File: config.mk
export PLATFORM = sky130hd
export DESIGN_NAME = data_pack_datapath
export DESIGN_NICKNAME = d
export VERILOG_FILES = /design/src/rtl/data_pack_datapath.sv
export SDC_FILE = /design/constraint.sdc
export NUM_CORES = 1
export LEC_CHECK = 0
export BUFFER_PORTS_ARGS = -buffer_cell sky130_fd_sc_hd__buf_2
export CORE_ASPECT_RATIO = 1.4
export CORE_MARGIN = 3
export CORE_UTILIZATION = 40
export DETAILED_ROUTE_END_ITERATION = 8
export GPL_ROUTABILITY_DRIVEN = 1
export PLACE_DENSITY_LB_ADDON = 0.05
export SYNTH_ARGS = -nofsm -noshare
export SYNTH_HDL_FRONTEND = slang
export SYNTH_SLANG_ARGS = --single-unit
export TNS_END_PERCENT = 50
File: constraint.sdc
create_clock -name clk -period 5.1 [get_ports clk]
set_input_delay 0.255 -clock clk [delete_from_list [all_inputs] [get_ports clk]]
set_output_delay 0.255 -clock clk [all_outputs]
set_load 0.01 [all_outputs]
File: src/rtl/data_pack_datapath.sv
// -----------------------------------------------------------------------------
// data_pack_datapath
//   Transmit-side packer. PACKET_SIZE-bit packets arrive over valid/ready and
//   are packed LSB-first, with no gaps, into DATA_SIZE-bit words. A packet may
//   straddle two words. A flush request drains any partial word, zero-padded in
//   the upper bits, and then pulses flush_done for one cycle.
//
// Ports
//   clk         in   1                 rising-edge clock
//   rst_n       in   1                 synchronous active-low reset
//   pkt_in      in   PACKET_SIZE       packet data
//   pkt_valid   in   1                 pkt_in is valid
//   pkt_ready   out  1                 packer accepts a packet this cycle
//   flush       in   1                 request to drain the partial word
//   word_out    out  DATA_SIZE         packed word (registered)
//   word_valid  out  1                 word_out is valid
//   word_ready  in   1                 downstream consumes word_out
//   flush_done  out  1                 one-cycle pulse when a flush completes
//   fill_level  out  DATA_BITWIDTH+1   bits currently held in the accumulator
// -----------------------------------------------------------------------------
module data_pack_datapath #(
    parameter int DATA_BITWIDTH = 5,
    parameter int PACKET_SIZE   = 7,
    localparam int DATA_SIZE    = 2 ** DATA_BITWIDTH
) (
    input  logic                     clk,
    input  logic                     rst_n,
    input  logic [PACKET_SIZE-1:0]   pkt_in,
    input  logic                     pkt_valid,
    output logic                     pkt_ready,
    input  logic                     flush,
    output logic [DATA_SIZE-1:0]     word_out,
    output logic                     word_valid,
    input  logic                     word_ready,
    output logic                     flush_done,
    output logic [DATA_BITWIDTH:0]   fill_level
);

    localparam int ACC_W  = DATA_SIZE + PACKET_SIZE - 1;
    localparam int FILL_W = DATA_BITWIDTH + 1;
    localparam logic [FILL_W-1:0] WORD_BITS = FILL_W'(DATA_SIZE);
    localparam logic [FILL_W-1:0] PKT_BITS  = FILL_W'(PACKET_SIZE);
    localparam logic [FILL_W-1:0] FILL_ZERO = {FILL_W{1'b0}};

    typedef enum logic [0:0] {
        ST_FILL  = 1'b0,
        ST_FLUSH = 1'b1
    } state_t;

    state_t                 state_r, state_s;
    logic [ACC_W-1:0]       acc_r, acc_s;
    logic [FILL_W-1:0]      fill_r, fill_s;
    logic [DATA_SIZE-1:0]   word_r, word_s;
    logic                   wvalid_r, wvalid_s;
    logic                   done_r, done_s;

    logic                   pkt_ready_s;
    logic                   accept_s;
    logic                   slot_free_s;
    logic                   load_full_s;
    logic                   load_part_s;
    logic [ACC_W-1:0]       pkt_ext_s;

    // Handshake qualifiers. pkt_ready is low whenever a full word is held, so
    // an accept and a word load can never coincide.
    always_comb begin
        pkt_ready_s = (state_r == ST_FILL) && (fill_r < WORD_BITS);
        accept_s    = pkt_valid && pkt_ready_s;
        slot_free_s = !wvalid_r || word_ready;
        load_full_s = (fill_r >= WORD_BITS) && slot_free_s;
        load_part_s = (state_r == ST_FLUSH) && (fill_r != FILL_ZERO) &&
                      (fill_r < WORD_BITS) && slot_free_s;
        pkt_ext_s   = {{(ACC_W - PACKET_SIZE){1'b0}}, pkt_in};
    end

    // Accumulator and output word next-state. Bits of acc at or above fill are
    // always zero, so OR-ing the shifted packet places it and a partial drain
    // is already zero-padded.
    always_comb begin
        acc_s    = acc_r;
        fill_s   = fill_r;
        word_s   = word_r;
        wvalid_s = wvalid_r && !word_ready;
        if (load_full_s) begin
            word_s   = acc_r[DATA_SIZE-1:0];
            wvalid_s = 1'b1;
            acc_s    = acc_r >> DATA_SIZE;
            fill_s   = fill_r - WORD_BITS;
        end else if (load_part_s) begin
            word_s   = acc_r[DATA_SIZE-1:0];
            wvalid_s = 1'b1;
            acc_s    = {ACC_W{1'b0}};
            fill_s   = FILL_ZERO;
        end else if (accept_s) begin
            acc_s    = acc_r | (pkt_ext_s << fill_r);
            fill_s   = fill_r + PKT_BITS;
        end else begin
            acc_s    = acc_r;
            fill_s   = fill_r;
        end
    end

    // FILL/FLUSH control. A packet accepted in the cycle flush is seen is
    // already counted in fill, so it is drained with the flush.
    always_comb begin
        state_s = state_r;
        done_s  = 1'b0;
        case (state_r)
            ST_FILL: begin
                if (flush) begin
                    state_s = ST_FLUSH;
                end else begin
                    state_s = ST_FILL;
                end
            end
            ST_FLUSH: begin
                if (fill_r == FILL_ZERO) begin
                    state_s = ST_FILL;
                    done_s  = 1'b1;
                end else begin
                    state_s = ST_FLUSH;
                end
            end
            default: begin
                state_s = ST_FILL;
                done_s  = 1'b0;
            end
        endcase
    end

    // State register with synchronous active-low reset.
    always_ff @(posedge clk) begin
        if (!rst_n) begin
            state_r  <= ST_FILL;
            acc_r    <= {ACC_W{1'b0}};
            fill_r   <= FILL_ZERO;
            word_r   <= {DATA_SIZE{1'b0}};
            wvalid_r <= 1'b0;
            done_r   <= 1'b0;
        end else begin
            state_r  <= state_s;
            acc_r    <= acc_s;
            fill_r   <= fill_s;
            word_r   <= word_s;
            wvalid_r <= wvalid_s;
            done_r   <= done_s;
        end
    end

    assign pkt_ready  = pkt_ready_s;
    assign word_out   = word_r;
    assign word_valid = wvalid_r;
    assign flush_done = done_r;
    assign fill_level = fill_r;

endmodule

-- After elaboration in Yosys (flattened, before gate mapping)
Cells that the tools add are included.
- register bits after elaboration: 79
- bits of input ports: 12
- output and inout bits: 41
- logic and storage cells: 45
- add/sub/neg operators: 2
- order comparisons: 2
- shift-type cells: 1
- muxes and demuxes: 14
- bitwise logic cells: 3
- reductions and logical operators: 16
- operators with widths (operator ; count):
    two-way mux 32 bit ; 2
    bitwise OR 38 bit ; 1
    left shift 7 x 6 -> 38 bit ; 1
    two-way mux 6 bit ; 6
    logical AND 1 bit ; 7
    adder 6 x 3 -> 6 bit, second input constant ; 1
    greater-or-equal comparator 6 bit, second input constant ; 1
    zero test 6 bit ; 1
    less-than comparator 6 bit, second input constant ; 1
    nonzero test 6 bit ; 1
    subtractor 6 bit, second input constant ; 1
    two-way mux 1 bit ; 5
    nonzero test 3 bit ; 1
    OR reduction 3 bit ; 1
    zero test 1 bit ; 2
    NOT 1 bit ; 2
    one-hot mux 1 bit (2 select lines) ; 1
    AND reduction 2 bit ; 1
    nonzero test 2 bit ; 1
    logical OR 1 bit ; 1

-- Logic depth before layout (Yosys ltp)
Gate-level depths: netlist of the first run.
- depth in word-level cells: 6
- depth in mapped cells: 9

-- Worst setup path after synthesis of the first run
OpenSTA, ideal clock, no wires.
- path kind: register to register
- start: reg fill_r[1] (netlist: fill_level[1])
- end: reg acc_r[16]
- setup time: 0.134 ns
- arrival: 2.188 ns
- setup slack: 2.779 ns
- cell stages (with the launch flop): 10
- period minus slack after synthesis: 2.321 ns
- cells stage by stage: dfxtp_1 > buf_2 > clkbuf_1 > inv_1 > ha_1 > a211o_1 > buf_2 > nand2_1 > clkbuf_1 > o22ai_1
- word-level cells in the longest chain between the ends: 5
- elaborated cells on any way between the ends: 12
- those cells by class: order compare (2); shift (1); bitwise (1); reduce/logical (8)
- ends and longest elaborated chain (element ; RTL line ; RTL):
    start, declared ; 52 ; logic [FILL_W-1:0] fill_r, fill_s;
    start signal, assigned ; 143 ; fill_r <= fill_s;
    parallel branches: the longest is 5 deep, another holds less-than comparator 6 bit ; -- ;
    end signal, assigned ; 135 ; acc_r <= {ACC_W{1'b0}};
    end signal, assigned ; 142 ; acc_r <= acc_s;
    end, declared ; 51 ; logic [ACC_W-1:0] acc_r, acc_s;
Several ways; the timed one is not identified.
A chain may end at the register's enable or synchronous reset.

-- Worst setup path after layout of the first run
- start: reg fill_r[0] (netlist: fill_level[0])
- end: reg acc_r[2]
- word-level cells in the longest chain between the ends: 6
- elaborated cells on any way between the ends: 15
- those cells by class: order compare (2); shift (1); mux (3); bitwise (1); reduce/logical (8)
- ends and longest elaborated chain (element):
    parallel branches: the longest is 6 deep, another holds less-than comparator 6 bit
Several ways; the timed one is not identified. The select of a mux whose other input is x is not followed.

==> results of run 1 <==
-- how the worst max path moves through the flow --
stage | end | cells past startpoint | from
after floorplan | acc_r[16] | 9 | fill_level[1]
after global placement | acc_r[1] | 6 | fill_level[0]
after detailed placement | acc_r[1] | 6 | fill_level[0]
after CTS | acc_r[2] | 6 | fill_level[0]
after global routing | acc_r[2] | 6 | fill_level[1]
final | acc_r[2] | 6 | fill_level[0]
-- worst reg2reg max path: stages (launching register included) --
cell	delay (ns)
dfxtp_1	0.78
inv_1	0.22
ha_1	0.36
a211oi_4	0.78
buf_4	0.40
nor3_1	0.08
nor4_1	0.29
-- cells by family (layout without fill, tap and decap cells) --
logic type                 after synthesis  in the layout  synth area share (%)
DFF                                     79             79                  45.5
xor gates and xnor gates                 1              1                 0.252
AOI/OAI and AO/OA                      112            112                  21.7
muxes                                   18             18                  5.29
adders and majority gates                1              1                 0.360
and+or+nand+nor                        151            151                  22.0
buffers and inverters                   36             74                  4.97
-- per-stage QoR --
step,hold slack (ns),power [mW]
after global placement,0.441,0.983
after CTS,0.187,1.62
after floorplan,0.425,0.897
final,0.190,1.60
after global routing,0.204,1.67
after detailed placement,0.441,0.983
-- per-layer routing --
| layer | track usage (%) | vias up | routed length, um |
|---|---|---|---|
| li1 | - | 1500 | - |
| met1 | 24.8 | 1463 | 4200 |
| met2 | 32.1 | 79 | 4480 |
| met3 | 3.32 | 15 | 343 |
| met4 | 10.8 | 0 | 309 |
| met5 | 0 | - | 0 |
-- layout by cell type, fill, tap and decap left out, types with 2 or more instances in the layout --
cell	instances
o21a_1	3
nand4bb_1	3
buf_2	52
o2bb2ai_2	2
o211ai_1	3
o2bb2ai_1	14
nand2_1	74
buf_4	2
nand2b_1	4
o21ai_0	5
o31ai_1	3
nand4b_1	2
nand3b_1	5
and2_1	2
dfxtp_1	79
nor2_1	21
nor2b_1	6
a221oi_1	8
a22oi_1	6
mux2i_1	15
clkbuf_16	9
nor3_1	9
nand3_1	10
o22ai_2	2
a21oi_1	49
a31oi_1	4
o21ai_1	2
and3_1	5
mux2_2	3
inv_1	5
o22ai_1	3
-- power groups by stage --
stage | Clock, mW | Sequential, mW | Combinational [mW]
after floorplan | 0 | 0.677 | 0.220
after global placement | 0 | 0.703 | 0.279
after detailed placement | 0 | 0.704 | 0.279
after CTS | 0.646 | 0.690 | 0.281
after global routing | 0.669 | 0.697 | 0.304
final | 0.631 | 0.691 | 0.277
-- sequential cells by signal, indices dropped and copies added (netlist names) --
register / count
acc_r: 38
word_out: 32
fill_level: 6
flush_done: 1
state_r: 1
word_valid: 1
-- cell type report --
cell class | instances | area (um^2) | area share, %
clock buffer | 11 | 243 | 6.02
clock inverter | 3 | 43.8 | 1.09
inverter | 6 | 22.5 | 0.559
multi-input combinational | 283 | 1740 | 43.1
sequential | 79 | 1580 | 39.3
tap | 102 | 128 | 3.17
timing repair buffer | 54 | 275 | 6.83
==> flow_metrics.py, run 1 <==
metrics = {
    "synthesis": {
        "synth_area_per_cell_um2": 8.74,
        "ys_seq_elements": 79,
        "ys.flop_type": "dfxtp_1",
        "yosys_warnings": 0,
        "synth_top_area_share_pct": 45.5,
        "synth_top_cells_by_area": "dfxtp_1, nand2_1, a21oi_1",
        "yosysMostFrequentCell": "dfxtp_1",
        "synth_top_cell_by_area": "dfxtp_1",
        "syn_inst": 398,
        "syn-num-nets": 411,
        "synth_seq_area_share_pct": 45.5,
        "syn_area_mm2": 0.00348,
        "async_flop_share_pct": 0,
        "synth-edff-count": 0,
        "synthTopCellsByCount": "dfxtp_1, nand2_1, a21oi_1",
        "ys_types": 53,
    },
    "hold_path": {
        "worstHoldStart": "flush",
        "hold_depth": 3,
        "whs_endpoint": "state_r",
        "holdCritPathClass": "primary input to flip-flop",
    },
    "die": {
        "die_x_um": 84.8,
        "rows": 39,
        "core_mm2": 0.00830,
        "dieArea_mm2": 0.00986,
        "initial_utilization_pct": 41.9,
        "io_pins": 53,
        "die_y_um": 116,
    },
    "clocking": {
        "cts_resized": 0,
        "clockBufferDepth": 2,
        "clock_latency_ns": 0.33,
        "cts-root-buf": "clkbuf_16",
        "post_cts_buffers": 0,
        "ctsHoldBuffers": 0,
        "cts_buffers": 9,
        "clk_pin_slew_ns": 0.06,
        "cts_tree": "done",
        "ctsHtreeMaxLevel": 3,
        "clock_sinks": 79,
    },
    "global_route": {
        "antenna_found_initial": 0,
        "grt_pass1_wl_mm": 15.0,
        "grt.overflow.total": 0,
        "grt_max_degree": 46,
        "grt_pass1_vias": 2859,
        "track_usage_pct": 19.7,
    },
    "critical_path": {
        "endpoint_kind": "flip-flop",
        "ff2ff_setup_slack_ns": 2.10,
        "critical_path_buf_inv_count": 2,
        "crit_path_cell_trace": "inv_1 -> ha_1 -> a211oi_4 -> buf_4 -> nor3_1 -> nor4_1",
        "reg2reg_to": "acc_r[2]",
        "crit_family": "flip-flops",
        "reg2reg_from": "fill_level[0]",
        "cp_slowest_stage_delay_ns": 0.78,
        "worst_path_max_delay_cell": "dfxtp_1",
        "path_max_fanout": 22,
        "worstPathRequired_ns": 5.34,
        "cp-start-kind": "flip-flop",
        "path_class": "flip-flop to flip-flop",
        "arrival_ns": 3.24,
        "rr_worst_depth": 6,
    },
    "place": {
        "dp_hpwl_mm": 6.52,
        "routabilityCongestion": 0.865,
        "dp_cells": 524,
        "port_buffers": 52,
        "place_ws_ns": 2.11,
        "dpl_cell_area_mm2": 0.00374,
    },
    "run_status": {
        "status": "completed",
    },
    "detailed_routing": {
        "wire_per_inst_um": 17.3,
        "drtIter0Drc": 154,
        "vias": 3057,
        "avgViaCountPerCell": 5.68,
        "drc": 0,
        "totalWireLength_mm": 9.33,
        "route.antenna.remaining_nets": 0,
        "dr.pass1.iters": 4,
    },
    "sta": {
        "fin_ws_ns": 2.10,
        "max-slew-margin-rel_pct": 34.3,
        "hold_viol": 0,
        "setup_tns_ns": 0,
        "period_minus_slack_ns": 3.00,
        "fin_crit_sh_pct": 58.9,
        "drv_slew": 0,
        "skew_ns": 0.00449,
        "rsz0062_at_grt": "no",
        "fmax_mhz": 333,
        "setup_violations": 0,
        "worst_slew_pin_slew_ns": 0.984,
    },
    "pwr": {
        "peakVddDrop_mv": 0.216,
        "power_density_mw_per_mm2": 397,
        "combPwrFrac_pct": 17.3,
        "switching_power_mw": 0.471,
        "internal_power_mw": 1.13,
        "p_sw_share_pct": 29.5,
        "leakage_nw": 1.50,
        "clockPowerShare_pct": 39.4,
        "p_seq_share_pct": 43.2,
    },
    "final_layout": {
        "fin_area_mm2": 0.00403,
        "antennaDiodeCount": 0,
        "fin_nets": 446,
        "synthToLayoutAreaGrowth_pct": 15.9,
        "layout-drive-gt1-share_pct": 18.8,
        "fillCellCount": 841,
        "fin_cells": 538,
        "final_core_utilization_pct": 48.6,
    },
    "run": {
        "drv_cap": 0,
    },
}
No activity file was read; power rests on OpenSTA's default activity.
==> run 2, diff against run 1 <==
Clock period 5.1 ns to 2.6 ns, I/O delays scaled along.
==> flow_metrics.py, run 2 (synthesis results as in run 1) <==
metrics = {
    "run_status": {
        "status": "completed",
    },
    "place": {
        "port_buffers": 52,
        "dp_hpwl_mm": 6.81,
        "place_ws_ns": 0.436,
        "dpl_cell_area_mm2": 0.00382,
        "routabilityCongestion": 0.865,
    },
    "detailed_routing": {
        "vias": 3058,
        "wire_per_inst_um": 17.2,
        "totalWireLength_mm": 9.49,
        "drc": 0,
        "drtIter0Drc": 163,
        "dr.pass1.iters": 4,
        "route.antenna.remaining_nets": 0,
        "avgViaCountPerCell": 5.55,
    },
    "critical_path": {
        "reg2reg_to": "acc_r[21]",
        "cp-start-kind": "flip-flop",
        "worstPathRequired_ns": 2.86,
        "rr_worst_depth": 4,
        "arrival_ns": 2.43,
        "reg2reg_from": "fill_level[4]",
        "path_max_fanout": 13,
        "ff2ff_setup_slack_ns": 0.43,
        "endpoint_kind": "flip-flop",
        "path_class": "flip-flop to flip-flop",
    },
    "run": {
        "drv_cap": 0,
    },
    "sta": {
        "rsz0062_at_grt": "no",
        "fin_crit_sh_pct": 83.3,
        "period_minus_slack_ns": 2.17,
        "hold_ws_ns": 0.0628,
        "max-slew-margin-rel_pct": 52.8,
        "setup_tns_ns": 0,
        "setup_violations": 0,
        "fmax_mhz": 462,
        "worst_slew_pin_slew_ns": 0.689,
        "skew_ns": 0.00493,
        "drv_slew": 0,
        "hold_viol": 0,
        "fin_ws_ns": 0.435,
    },
    "clocking": {
        "cts-root-buf": "clkbuf_16",
        "ctsHoldBuffers": 0,
        "cts_buffers": 9,
        "cts_resized": 0,
        "post_cts_buffers": 0,
        "cts_tree": "done",
        "clock_sinks": 79,
        "clock_latency_ns": 0.33,
        "clk_pin_slew_ns": 0.06,
        "ctsHtreeMaxLevel": 3,
        "clockBufferDepth": 2,
    },
    "die": {
        "core_mm2": 0.00830,
        "io_pins": 53,
        "rows": 39,
        "die_x_um": 84.8,
        "initial_utilization_pct": 41.9,
        "die_y_um": 116,
        "dieArea_mm2": 0.00986,
    },
    "final_layout": {
        "mostFrequentLayoutCell": "dfxtp_1",
        "fin_area_mm2": 0.00415,
        "layout-drive-gt1-share_pct": 21.4,
        "synthToLayoutAreaGrowth_pct": 19.5,
        "fin_nets": 457,
        "antennaDiodeCount": 0,
        "layout_common_cells": "dfxtp_1, nand2_1, buf_2",
        "regMostFlops": "acc_r",
        "largest_reg_flops": 38,
    },
    "pwr": {
        "peakVddDrop_mv": 0.361,
        "power_density_mw_per_mm2": 801,
        "leakage_nw": 1.57,
    },
    "global_route": {
        "grt_max_degree": 29,
        "track_usage_pct": 19.9,
        "grt_pass1_vias": 2950,
        "grt.overflow.total": 0,
        "antenna_found_initial": 0,
        "grt_pass1_wl_mm": 15.5,
    },
    "hold_path": {
        "whs_endpoint": "state_r",
        "holdCritPathClass": "primary input to flip-flop",
        "worstHoldStart": "flush",
        "hold_depth": 3,
    },
}
==> run 2: cell count changes in the layout (fill, tap and decap cells not counted), sizes merged <==
cell / delta
buf: +11
bufinv: +1
clkbuf: -1
clkinvlp: +1
inv: +1
==> run 2: through the flow <==
stage | util [%] | power, mW | cells
after floorplan | - | 1.76 | 398
after global placement | 46.1 | 1.95 | 535
after detailed placement | 46.1 | 1.96 | 535
after CTS | 50.1 | 3.35 | 551
after global routing | 50.1 | 3.45 | 551
final | 50.1 | 3.33 | 551
==> run 2: area by class of cell <==
| class | count | area (um^2) |
|---|---|---|
| clock inverter | 6 | 90.1 |
| inverter | 6 | 22.5 |
| tap | 102 | 128 |
| sequential | 79 | 1580 |
| fill | 833 | 4140 |
| clock buffer | 10 | 239 |
| multi-input combinational | 283 | 1740 |
| timing repair buffer | 65 | 358 |
==> run 2: worst max-delay path, cell delays in order, from the launching register on <==
cell	delay, ns
dfxtp_1	0.41
nor4_4	0.59
a211o_1	0.46
nand2_1	0.38
o22ai_2	0.25
==> run 2: how the worst max path moves through the flow <==
stage | to | start
6_report | acc_r[21] | fill_level[4]
5_1_grt | acc_r[21] | fill_level[4]
4_1_cts | acc_r[20] | fill_level[4]
3_5_place_dp | acc_r[21] | fill_level[4]
3_3_place_gp | acc_r[20] | fill_level[4]
2_1_floorplan | acc_r[16] | fill_level[1]
==> run 2: power by group <==
group / switching [mW] / leakage (nW) / internal, mW
Clock: 0.522 / 0.159 / 0.872
Sequential: 0.0378 / 0.639 / 1.26
Combinational: 0.417 / 0.771 / 0.215
==> run 2: routing by layer <==
layer  up-vias  GRT usage [%]  share of wire (%)
li1       1518              -                  -
met1      1454           24.9                 46
met2        69           34.1                 48
met3        17           2.61                3.7
met4         0           9.29                2.4
met5         -              0                  0
